### config.mk
export PLATFORM = sky130hd
export DESIGN_NAME = wb_regfile_flat
export DESIGN_NICKNAME = d
export VERILOG_FILES = /design/src/rtl/wb_regfile_pkg.sv /design/src/rtl/wb_regfile_if.sv /design/src/rtl/wb_regfile_decode.sv /design/src/rtl/wb_regfile.sv /design/src/flat_wrapper.sv
export SDC_FILE = /design/constraint.sdc
export NUM_CORES = 2
export LEC_CHECK = 0
export BUFFER_PORTS_ARGS = -buffer_cell sky130_fd_sc_hd__buf_2
export CORE_ASPECT_RATIO = 1.25
export CORE_MARGIN = 1
export CORE_UTILIZATION = 35
export CTS_BUF_LIST = sky130_fd_sc_hd__clkbuf_4 sky130_fd_sc_hd__clkbuf_8
export CTS_CLUSTER_DIAMETER = 40
export CTS_CLUSTER_SIZE = 20
export DETAILED_ROUTE_END_ITERATION = 7
export GPL_TIMING_DRIVEN = 0
export SLEW_MARGIN = 10
export SYNTH_ARGS = -nofsm -noshare
export SYNTH_HDL_FRONTEND = slang
export SYNTH_SLANG_ARGS = --single-unit
### constraint.sdc
create_clock -name clk_i -period 83.1 [get_ports clk_i]
set_input_delay 4.155 -clock clk_i [delete_from_list [all_inputs] [get_ports clk_i]]
set_output_delay 4.155 -clock clk_i [all_outputs]
set_load 0.01 [all_outputs]
### src/rtl/wb_regfile_pkg.sv
// ---------------------------------------------------------------------------
// wb_regfile_pkg
// Shared MIPS opcode/funct constants and write-back decode helpers for the
// write-back stage and register file of the single-clock core.
//
// Contents:
//   - opcode and funct constants used by the decode and anything else that
//     needs to recognise instructions
//   - insClassE : how an instruction uses the write-back path
//   - classifyOp: maps a primary opcode to its write-back class
// ---------------------------------------------------------------------------
package wb_regfile_pkg;

  // Primary opcodes (Ins[31:26])
  localparam logic [5:0] R_FORMAT = 6'h00;
  localparam logic [5:0] J        = 6'h02;
  localparam logic [5:0] JAL      = 6'h03;
  localparam logic [5:0] BEQ      = 6'h04;
  localparam logic [5:0] BNE      = 6'h05;
  localparam logic [5:0] ADDI     = 6'h08;
  localparam logic [5:0] ADDIU    = 6'h09;
  localparam logic [5:0] SLTI     = 6'h0A;
  localparam logic [5:0] SLTIU    = 6'h0B;
  localparam logic [5:0] ANDI     = 6'h0C;
  localparam logic [5:0] ORI      = 6'h0D;
  localparam logic [5:0] XORI     = 6'h0E;
  localparam logic [5:0] LUI      = 6'h0F;
  localparam logic [5:0] LW       = 6'h23;
  localparam logic [5:0] SW       = 6'h2B;

  // R-format funct codes (Ins[5:0]) that change write-back behaviour
  localparam logic [5:0] JR_F     = 6'h08;
  localparam logic [5:0] JALR_F   = 6'h09;

  // Write-back class of an instruction
  typedef enum logic [1:0] {
    CLS_NONE  = 2'd0,  // no register write
    CLS_RTYPE = 2'd1,  // destination rd, refined by funct
    CLS_ITYPE = 2'd2,  // destination rt, data from Result
    CLS_LINK  = 2'd3   // destination is the link register, data NextPC
  } insClassE;

  // Anything not listed (stores, branches, J, unknown opcodes) is treated as
  // non-writing, so an unexpected opcode can never corrupt the register file.
  function automatic insClassE classifyOp(input logic [5:0] op);
    insClassE cls;
    cls = CLS_NONE;
    case (op)
      R_FORMAT:                     cls = CLS_RTYPE;
      JAL:                          cls = CLS_LINK;
      LW, ADDI, ADDIU, SLTI, SLTIU,
      ANDI, ORI, XORI, LUI:         cls = CLS_ITYPE;
      default:                      cls = CLS_NONE;
    endcase
    return cls;
  endfunction

endpackage

### src/rtl/wb_regfile_if.sv
// ---------------------------------------------------------------------------
// wb_regfile_if
// Bus between the core datapath and the write-back / register-file block.
//
// Signals:
//   ins       : current instruction word
//   result    : memory-access stage output (load data or ALU value)
//   nextPc    : PC+4 of the current instruction (link value)
//   ra1, ra2  : read addresses (rs, rt)
//   rdata1/2  : combinational register reads
//   regWe     : decoded write enable (observability)
//   wreg      : decoded destination index
//   wdata     : decoded write data
//   instCount : retired-instruction counter
//
// Modports: master = datapath side, slave = wb_regfile.
// ---------------------------------------------------------------------------
interface wb_regfile_if;

  logic [31:0] ins;
  logic [31:0] result;
  logic [31:0] nextPc;
  logic [4:0]  ra1;
  logic [4:0]  ra2;
  logic [31:0] rdata1;
  logic [31:0] rdata2;
  logic        regWe;
  logic [4:0]  wreg;
  logic [31:0] wdata;
  logic [31:0] instCount;

  modport master (
    output ins, result, nextPc, ra1, ra2,
    input  rdata1, rdata2, regWe, wreg, wdata, instCount
  );

  modport slave (
    input  ins, result, nextPc, ra1, ra2,
    output rdata1, rdata2, regWe, wreg, wdata, instCount
  );

endinterface

### src/rtl/wb_regfile_decode.sv
// ---------------------------------------------------------------------------
// wb_decode
// Combinational write-back decode: maps the instruction word, the MA-stage
// result and the link value to write enable, destination and write data.
//
// Ports:
//   ins_i    : instruction word
//   result_i : MA-stage result
//   nextPc_i : PC+4 (link value)
//   regWe_o  : write enable
//   wreg_o   : destination register index
//   wdata_o  : write data
// ---------------------------------------------------------------------------
module wb_decode
  import wb_regfile_pkg::*;
#(
  parameter int DW     = 32,
  parameter int RA_IDX = 31
) (
  input  logic [31:0]   ins_i,
  input  logic [DW-1:0] result_i,
  input  logic [DW-1:0] nextPc_i,
  output logic          regWe_o,
  output logic [4:0]    wreg_o,
  output logic [DW-1:0] wdata_o
);

  logic [5:0] op;
  logic [5:0] funct;
  logic [4:0] rt;
  logic [4:0] rd;
  insClassE   cls;

  assign op    = ins_i[31:26];
  assign funct = ins_i[5:0];
  assign rt    = ins_i[20:16];
  assign rd    = ins_i[15:11];
  assign cls   = classifyOp(op);

  // rs and shamt play no part in write-back decode.
  logic unusedInsBits;
  assign unusedInsBits = ^{ins_i[25:21], ins_i[10:6]};

  // Outputs default to "no write" so non-writing and unknown instructions
  // present all-zero destination and data.
  // JR keeps the R-format rd/Result decode but never enables the write;
  // JALR writes the link value into rd.
  always_comb begin
    regWe_o = 1'b0;
    wreg_o  = '0;
    wdata_o = '0;
    case (cls)
      CLS_RTYPE: begin
        wreg_o  = rd;
        wdata_o = (funct == JALR_F) ? nextPc_i : result_i;
        regWe_o = (funct != JR_F);
      end
      CLS_ITYPE: begin
        wreg_o  = rt;
        wdata_o = result_i;
        regWe_o = 1'b1;
      end
      CLS_LINK: begin
        wreg_o  = 5'(RA_IDX);
        wdata_o = nextPc_i;
        regWe_o = 1'b1;
      end
      default: begin
        regWe_o = 1'b0;
        wreg_o  = '0;
        wdata_o = '0;
      end
    endcase
  end

endmodule

### src/rtl/wb_regfile.sv
// ---------------------------------------------------------------------------
// wb_regfile
// Write-back stage plus general-purpose register file. Commits the decoded
// write on the rising clock edge, exposes two unbypassed combinational read
// ports and counts retired instructions.
//
// Ports:
//   clk_i : system clock, rising edge
//   rst_i : asynchronous active-high reset (clears registers and counter)
//   bus   : wb_regfile_if.slave (instruction, result, link value, read
//           addresses in; read data, decode observability, counter out)
// ---------------------------------------------------------------------------
module wb_regfile
  import wb_regfile_pkg::*;
#(
  parameter int NREG   = 32,
  parameter int DW     = 32,
  parameter int RA_IDX = 31
) (
  input  logic         clk_i,
  input  logic         rst_i,
  wb_regfile_if.slave  bus
);

  logic [DW-1:0] regQ [NREG];
  logic [31:0]   instCountQ;
  logic [31:0]   instCountD;
  logic          commitEn;

  wb_decode #(
    .DW     (DW),
    .RA_IDX (RA_IDX)
  ) uDecode (
    .ins_i    (bus.ins),
    .result_i (bus.result),
    .nextPc_i (bus.nextPc),
    .regWe_o  (bus.regWe),
    .wreg_o   (bus.wreg),
    .wdata_o  (bus.wdata)
  );

  // $0 is hardwired: the decode may still report a write to it, but the
  // commit is gated here.
  assign commitEn = bus.regWe && (bus.wreg != 5'd0);

  // Register array. The asynchronous reset drops whatever write is pending
  // in the current cycle.
  always_ff @(posedge clk_i or posedge rst_i) begin
    if (rst_i) begin
      for (int i = 0; i < NREG; i++) begin
        regQ[i] <= '0;
      end
    end else if (commitEn) begin
      regQ[bus.wreg] <= bus.wdata;
    end
  end

  // Retired-instruction counter: every edge out of reset retires one
  // instruction, writing or not, and wraps naturally at 2^32.
  always_comb begin
    instCountD = instCountQ + 32'd1;
  end

  always_ff @(posedge clk_i or posedge rst_i) begin
    if (rst_i) begin
      instCountQ <= '0;
    end else begin
      instCountQ <= instCountD;
    end
  end

  // Read ports return the stored value only. A same-cycle write is not
  // forwarded: doing so would close a combinational loop through the ALU
  // and MA stage of the single-cycle datapath.
  always_comb begin
    bus.rdata1 = (bus.ra1 == 5'd0) ? '0 : regQ[bus.ra1];
    bus.rdata2 = (bus.ra2 == 5'd0) ? '0 : regQ[bus.ra2];
  end

  assign bus.instCount = instCountQ;

endmodule

### src/flat_wrapper.sv
// flat-port wrapper written by rule: the top's interface ports become plain ports
module wb_regfile_flat import wb_regfile_pkg::*;
#(
  parameter int NREG   = 32,
  parameter int DW     = 32,
  parameter int RA_IDX = 31
)
  (clk_i, rst_i, bus_ins, bus_result, bus_nextPc, bus_ra1, bus_ra2, bus_rdata1, bus_rdata2, bus_regWe, bus_wreg, bus_wdata, bus_instCount);
  wb_regfile_if bus_i ();
  input  logic clk_i;
  input  logic rst_i;
  input wire logic [$bits(bus_i.ins)-1:0] bus_ins;
  input wire logic [$bits(bus_i.result)-1:0] bus_result;
  input wire logic [$bits(bus_i.nextPc)-1:0] bus_nextPc;
  input wire logic [$bits(bus_i.ra1)-1:0] bus_ra1;
  input wire logic [$bits(bus_i.ra2)-1:0] bus_ra2;
  output wire logic [$bits(bus_i.rdata1)-1:0] bus_rdata1;
  output wire logic [$bits(bus_i.rdata2)-1:0] bus_rdata2;
  output wire logic [$bits(bus_i.regWe)-1:0] bus_regWe;
  output wire logic [$bits(bus_i.wreg)-1:0] bus_wreg;
  output wire logic [$bits(bus_i.wdata)-1:0] bus_wdata;
  output wire logic [$bits(bus_i.instCount)-1:0] bus_instCount;
  assign bus_i.ins = bus_ins;
  assign bus_i.result = bus_result;
  assign bus_i.nextPc = bus_nextPc;
  assign bus_i.ra1 = bus_ra1;
  assign bus_i.ra2 = bus_ra2;
  assign bus_rdata1 = bus_i.rdata1;
  assign bus_rdata2 = bus_i.rdata2;
  assign bus_regWe = bus_i.regWe;
  assign bus_wreg = bus_i.wreg;
  assign bus_wdata = bus_i.wdata;
  assign bus_instCount = bus_i.instCount;
  wb_regfile #(.NREG(NREG), .DW(DW), .RA_IDX(RA_IDX)) u_core (.clk_i(clk_i), .rst_i(rst_i), .bus(bus_i));
endmodule
# Word level (Yosys, flattened, before mapping)
# Index checks and enable logic that the tools add are counted.
[op_classes]
n_reduce_logical = 8
eq_ne = 15
muxes = 16
div_mod_pow = 0
mul = 0
order_cmp = 4
add_sub_neg = 1
n_bitwise = 3
n_shift = 0
[op_table]
columns = ["operator", "count"]
rows = [
  ["bitwise mux 1024 bit", 1],
  ["binary-select mux 32 bit (select 5 bit)", 2],
  ["two-way mux 32 bit", 8],
  ["demux 32 bit (select 5 bit)", 1],
  ["one-hot mux 32 bit (3 select lines)", 1],
  ["equality test 6 x 4 -> 1 bit, second input constant", 9],
  ["adder 32 x 1 -> 32 bit, second input constant", 1],
  [">= comparator 6 bit, second input constant", 3],
  ["inverter 5 -> 6 bit", 3],
  ["one-hot mux 5 bit (3 select lines)", 1],
  ["zero test 5 bit", 2],
  ["OR reduction 9 bit", 1],
  ["equality test 6 x 2 -> 1 bit, second input constant", 1],
  ["equality test 6 bit, second input constant", 1],
  ["zero test 6 bit", 1],
  ["less-than comparator 6 x 1 -> 1 bit, second input constant", 1],
  ["!= test 6 x 4 -> 1 bit, second input constant", 1],
  ["one-hot mux 2 bit (3 select lines)", 1],
  ["nonzero test 5 bit", 1],
  ["equality test 2 bit, second input constant", 2],
  ["equality test 2 x 1 -> 1 bit, second input constant", 1],
  ["logical AND 1 bit", 2],
  ["one-hot mux 1 bit (2 select lines)", 1],
  ["OR reduction 2 bit", 1],
]
[word_totals]
latchBits = 0
mem_count = 0
ff_bits = 1056
mem_bits_rw = 0
output_inout_bits = 134
elab_cells = 80
inputBits = 108
mem_bits_ro = 0

# Depth between registers and ports, before layout
[logic_depth]
word_depth = 11
mapped_depth = 9
depth_no_buf = 6

# By module
# Synthesis repeated with hierarchy kept, for this count alone.
[hier_totals]
hier_cells = 3937
area_unflattened_um2 = 56884.6
[modules_own_cells]
columns = ["module", "cells_each", "seq_area_each_um2", "area_each_um2", "instances"]
rows = [
  ["wb_regfile", 3753, 26425.3, 55758.5, 1],
  ["wb_decode", 184, 0.0, 1126.1, 1],
]

# Worst setup path after synthesis
# No wires, ideal clock.
[synth_path]
path_kind = "input to output"
start = "input bus_ra1[0]"
end = "output bus_rdata1[10]"
path_stages = 7
slack_ps = 72420
t_arrival_ps = 6525
required_ps = 78945
path_cell_list = "clkbuf_1 > clkbuf_1 > buf_1 > mux4_2 > mux4_2 > nand2_1 > o21ai_0"
[synth_via]
elab_chain_cells = 5
elab_cells_between_ends = 6
classes_between = "mux (4); bitwise (1); reduce/logical (1)"
[synth_lines]
columns = ["element", "line_no", "source"]
rows = [
  ["start, declared", "flat_wrapper.sv:15", "input wire logic [$bits(bus_i.ra1)-1:0] bus_ra1;"],
  ["inverter 5 -> 6 bit (not written as such)", "wb_regfile.sv:76", "bus.rdata1 = (bus.ra1 == 5'd0) ? '0 : regQ[bus.ra1];"],
  ["binary-select mux 32 bit (select 5 bit)", "wb_regfile.sv:76", ""],
  ["two-way mux 32 bit (not written as such) (2 in a row)", "wb_regfile.sv:76", ""],
  ["two-way mux 32 bit *", "wb_regfile.sv:76", ""],
  ["end, declared", "flat_wrapper.sv:17", "output wire logic [$bits(bus_i.rdata1)-1:0] bus_rdata1;"],
]
# Every way passes the cells marked *; elsewhere a longest branch is shown, timed or not. The select of a mux whose other input is x is not followed.

# Worst setup path in the final report
[layout_path]
start = "input bus_ra2[0]"
end = "output bus_rdata2[31]"
[layout_via]
elab_chain_cells = 5
elab_cells_between_ends = 6
classes_between = "mux (4); bitwise (1); reduce/logical (1)"
[layout_lines]
columns = ["element", "line_no", "source"]
rows = [
  ["start, declared", "flat_wrapper.sv:16", "input wire logic [$bits(bus_i.ra2)-1:0] bus_ra2;"],
  ["inverter 5 -> 6 bit (not written as such)", "wb_regfile.sv:77", "bus.rdata2 = (bus.ra2 == 5'd0) ? '0 : regQ[bus.ra2];"],
  ["binary-select mux 32 bit (select 5 bit)", "wb_regfile.sv:77", ""],
  ["two-way mux 32 bit (not written as such) (2 in a row)", "wb_regfile.sv:77", ""],
  ["two-way mux 32 bit *", "wb_regfile.sv:77", ""],
  ["end, declared", "flat_wrapper.sv:18", "output wire logic [$bits(bus_i.rdata2)-1:0] bus_rdata2;"],
]
# Marks and branches as above.

==> summary.md <==
| Metric | Value |
|---|---|
| DRT iter0 DRCs | `3,840` |
| Crit path buf inv count | `4` |
| Fin cells | `6,107` |
| Setup violations, final | `0` |
| Register Area | `0.0264 sq mm` |
| FF-to-FF setup slack | `80.81 ns` |
| Area Overhead vs Synth | `13.4%` |
| Commonest non-fill, non-tap cell in the layout | `dfrtp_1` |
| Total CTS buffers | `142` |
| Clock-pin slew on the worst setup and hold paths | `0.08 ns` |
| Crit Path Max Fanout | `10` |
| Crit path required time | `78.94 ns` |
| Syn. warnings | `0` |
| Mapped Area | `0.0565 sq mm` |
| R2R Path End | `u_core.bus.instCount[24]$_DFF_PP0_` |
| Critical Path, Cell by Cell | `clkbuf_1 > clkbuf_1 > buf_1 > mux4_2 > mux4_2 > nand2_1 > o21ai_0 > buf_2` |
| Nets@finish | `4,022` |
| Port Buffer Count | `225` |
| Placed cells | `5,841` |
| Area of the multi-input gates | `0.0281 sq mm` |
| Main synth FF type | `dfrtp_1` |
| Most frequent cells in the layout | `1,056 x dfrtp_1, 665 x mux2_2, 640 x mux4_2` |
| Via count | `36,900` |
| Total I/O pin count | `242` |
| Die area | `0.163 sq mm` |
| FILL cells | `14,800` |
| Post_cts resized | `0` |
| Die width | `361 um` |
| Post-CTS Hold Buffers | `0` |
| Worst path max stage delay | `0.98 ns` |
| RePlAce Congestion | `0.881` |
| Final clock skew | `0.0115 ns` |
| Clock tree from TritonCTS | `built` |
| Sequential area share after synthesis | `46.8%` |
| Dpl hpwl | `141 mm` |
| Synth async-reset ratio | `100%` |
| WL/cell | `33.4 um` |
| Initial antenna violation count | `6` |
| H-tree levels | `4` |
| RSZ-0062 raised after global routing | `no` |
| Core area | `0.160 sq mm` |
| Initial Util | `35.3%` |
| Final Hold Viols | `0` |
| Final instance area | `0.0640 sq mm` |
| Die height | `451 um` |
| TNS Setup | `0 ns` |
| Critical Path Start Type | `input pin` |
| R2r startpoint | `u_core.bus.instCount[0]$_DFF_PP0_` |
| MaxCap Viol Count | `0` |
| P_leak | `29.5 nW` |
| Largest delay contributor family on the critical path | `buffers and inverters` |
| Post-Place Setup Slack | `70.68 ns` |
| Global-route wire length before repair | `290 mm` |
| Total gr overflow | `0` |
| Largest cells by area after synthesis | `dfrtp_1 47%, mux4_2 26%, mux2_2 13%` |
| Skew-Pair Late Insertion Delay | `0.90 ns` |
| HP Class | `register to register` |
| Postcts setup bufs | `0` |
| Gr usage total | `25.3%` |
| Cell Pwr Density | `17.0 mW/mm^2` |
| Clock tree buffer depth | `3` |
| Critical path arrival | `8.41 ns` |
| Area share of the largest cell type after synthesis | `46.8%` |
| Status | `complete, no violations` |
| Number of remaining DRC errors | `0` |
| Routed vias/inst | `6.03` |
| Area after DPL | `0.0607 sq mm` |
| Number of flops mapped to enable cells by yosys | `0` |
| Average instance area after synthesis | `16.0 sq um` |
| Flops & latches, synth | `1,056` |
| FP Rows | `164` |
| Post-synth top area cell | `dfrtp_1` |
| Hold Path End | `u_core.bus.instCount[31]$_DFF_PP0_` |
| Layout cells sized above 1 | `49.4%` |
| Clk Tree Root Cell | `clkbuf_8` |
| Worst path slowest cell | `buf_1` |
| Post-Route WL | `204 mm` |
| Post-synth cell types | `57` |
| Vias in the first global route | `38,300` |
| Tmin final | `12.57 ns` |
| Antenna Nets Post-Route | `0` |
| Final Max Slew Viols | `0` |
| Hold Path Depth | `1` |
| Largest net degree at the start of global routing | `111` |
| Critical path class | `input pin to output pin` |
| Mapped Nets | `3,630` |
| Slew HR | `5.94%` |
| VDD IR max | `15.9 uV` |
| Crit path capture type | `output pin` |
| CTS Sinks | `1,056` |
| Worst Setup Slack, final | `70.53 ns` |
| Post-Synthesis Cells | `3,521` |
| Pre-Repair DR Iteration Count | `5` |
| Period utilization | `15.1%` |
| Max frequency | `0.0796 GHz` |
| Hold_sp | `u_core.bus.instCount[31]$_DFF_PP0_` |
| Worst-Margin Slew | `1.41 ns` |
| Worst Reg-to-Reg Cells | `7` |
## synthesized netlist by cell type, types with 24 or more instances
cell and number:
dfrtp_1 1056, mux2_2 665, mux4_2 640, mux2_1 327, clkbuf_1 244, nand2_1 78
inv_1 72, o21ai_0 68, buf_1 59, buf_2 58, buf_4 34, mux2i_1 32
o2bb2ai_1 32, xnor2_1 24
## how the worst max path moves through the flow
stage                from                                 to  slack, ns  cells after the start
6_report       bus_ra2[0]                     bus_rdata2[31]      70.53                      8
3_3_place_gp        rst_i       u_core.regQ[965]$_DFFE_PP0P_      36.37                      2
4_1_cts        bus_ra1[0]                      bus_rdata1[0]      70.67                      8
3_5_place_dp   bus_ra1[0]                      bus_rdata1[0]      70.68                      8
5_1_grt        bus_ra1[0]                     bus_rdata1[31]      70.46                      8
2_1_floorplan       rst_i  u_core.bus.instCount[0]$_DFF_PP0_      49.22                      1
## through the flow
stage | util [%] | hold slack (ns) | total power [mW]
after global routing | 40.0 | 0.481 | 1.12
after floorplan | - | 0.441 | 0.586
after CTS | 40.0 | 0.477 | 1.09
after global placement | 37.6 | 0.452 | 0.624
after detailed placement | 37.9 | 0.463 | 0.627
final | 40.0 | 0.473 | 1.09
## logic make-up after synthesis
kind of cell               share of synthesized area, %
muxes                                              45.9
DFF                                                46.8
buffers and inverters                              3.50
and+or+nand+nor                                    1.67
AOI/OAI and AO/OA                                  1.63
xor gates and xnor gates                          0.481
adders and majority gates                        0.0222
## state kept, by name, indices dropped and copies added (netlist names)
signal / cells
u_core.regQ: 1024
u_core.bus.instCount: 32
## area by class of cell
cell class                      instances  share of cell area (%)
Clock buffer                          161                    3.38
Clock inverter                         99                    1.77
Tap cell                             2075                    4.06
Antenna cell                            3                  0.0117
Buffer                                397                    2.76
Timing Repair Buffer                  248                    2.44
Inverter                               72                   0.434
Sequential cell                      1056                    41.3
Multi-Input combinational cell       1996                    43.9
## where the power goes
part	switching (mW)	internal (mW)	total (mW)
Combinational	0.0635	0.0304	0.0939
Clock	0.241	0.228	0.470
Sequential	0.00383	0.519	0.523
Total	0.309	0.777	1.09
## per-layer routing
layer / GRT usage, % / part of all wire, %
met5: 0 / 0.025
met4: 12.1 / 5.1
met3: 5.87 / 7.8
met2: 41.1 / 48
met1: 31.8 / 39
No activity file was read; power rests on OpenSTA's default activity.
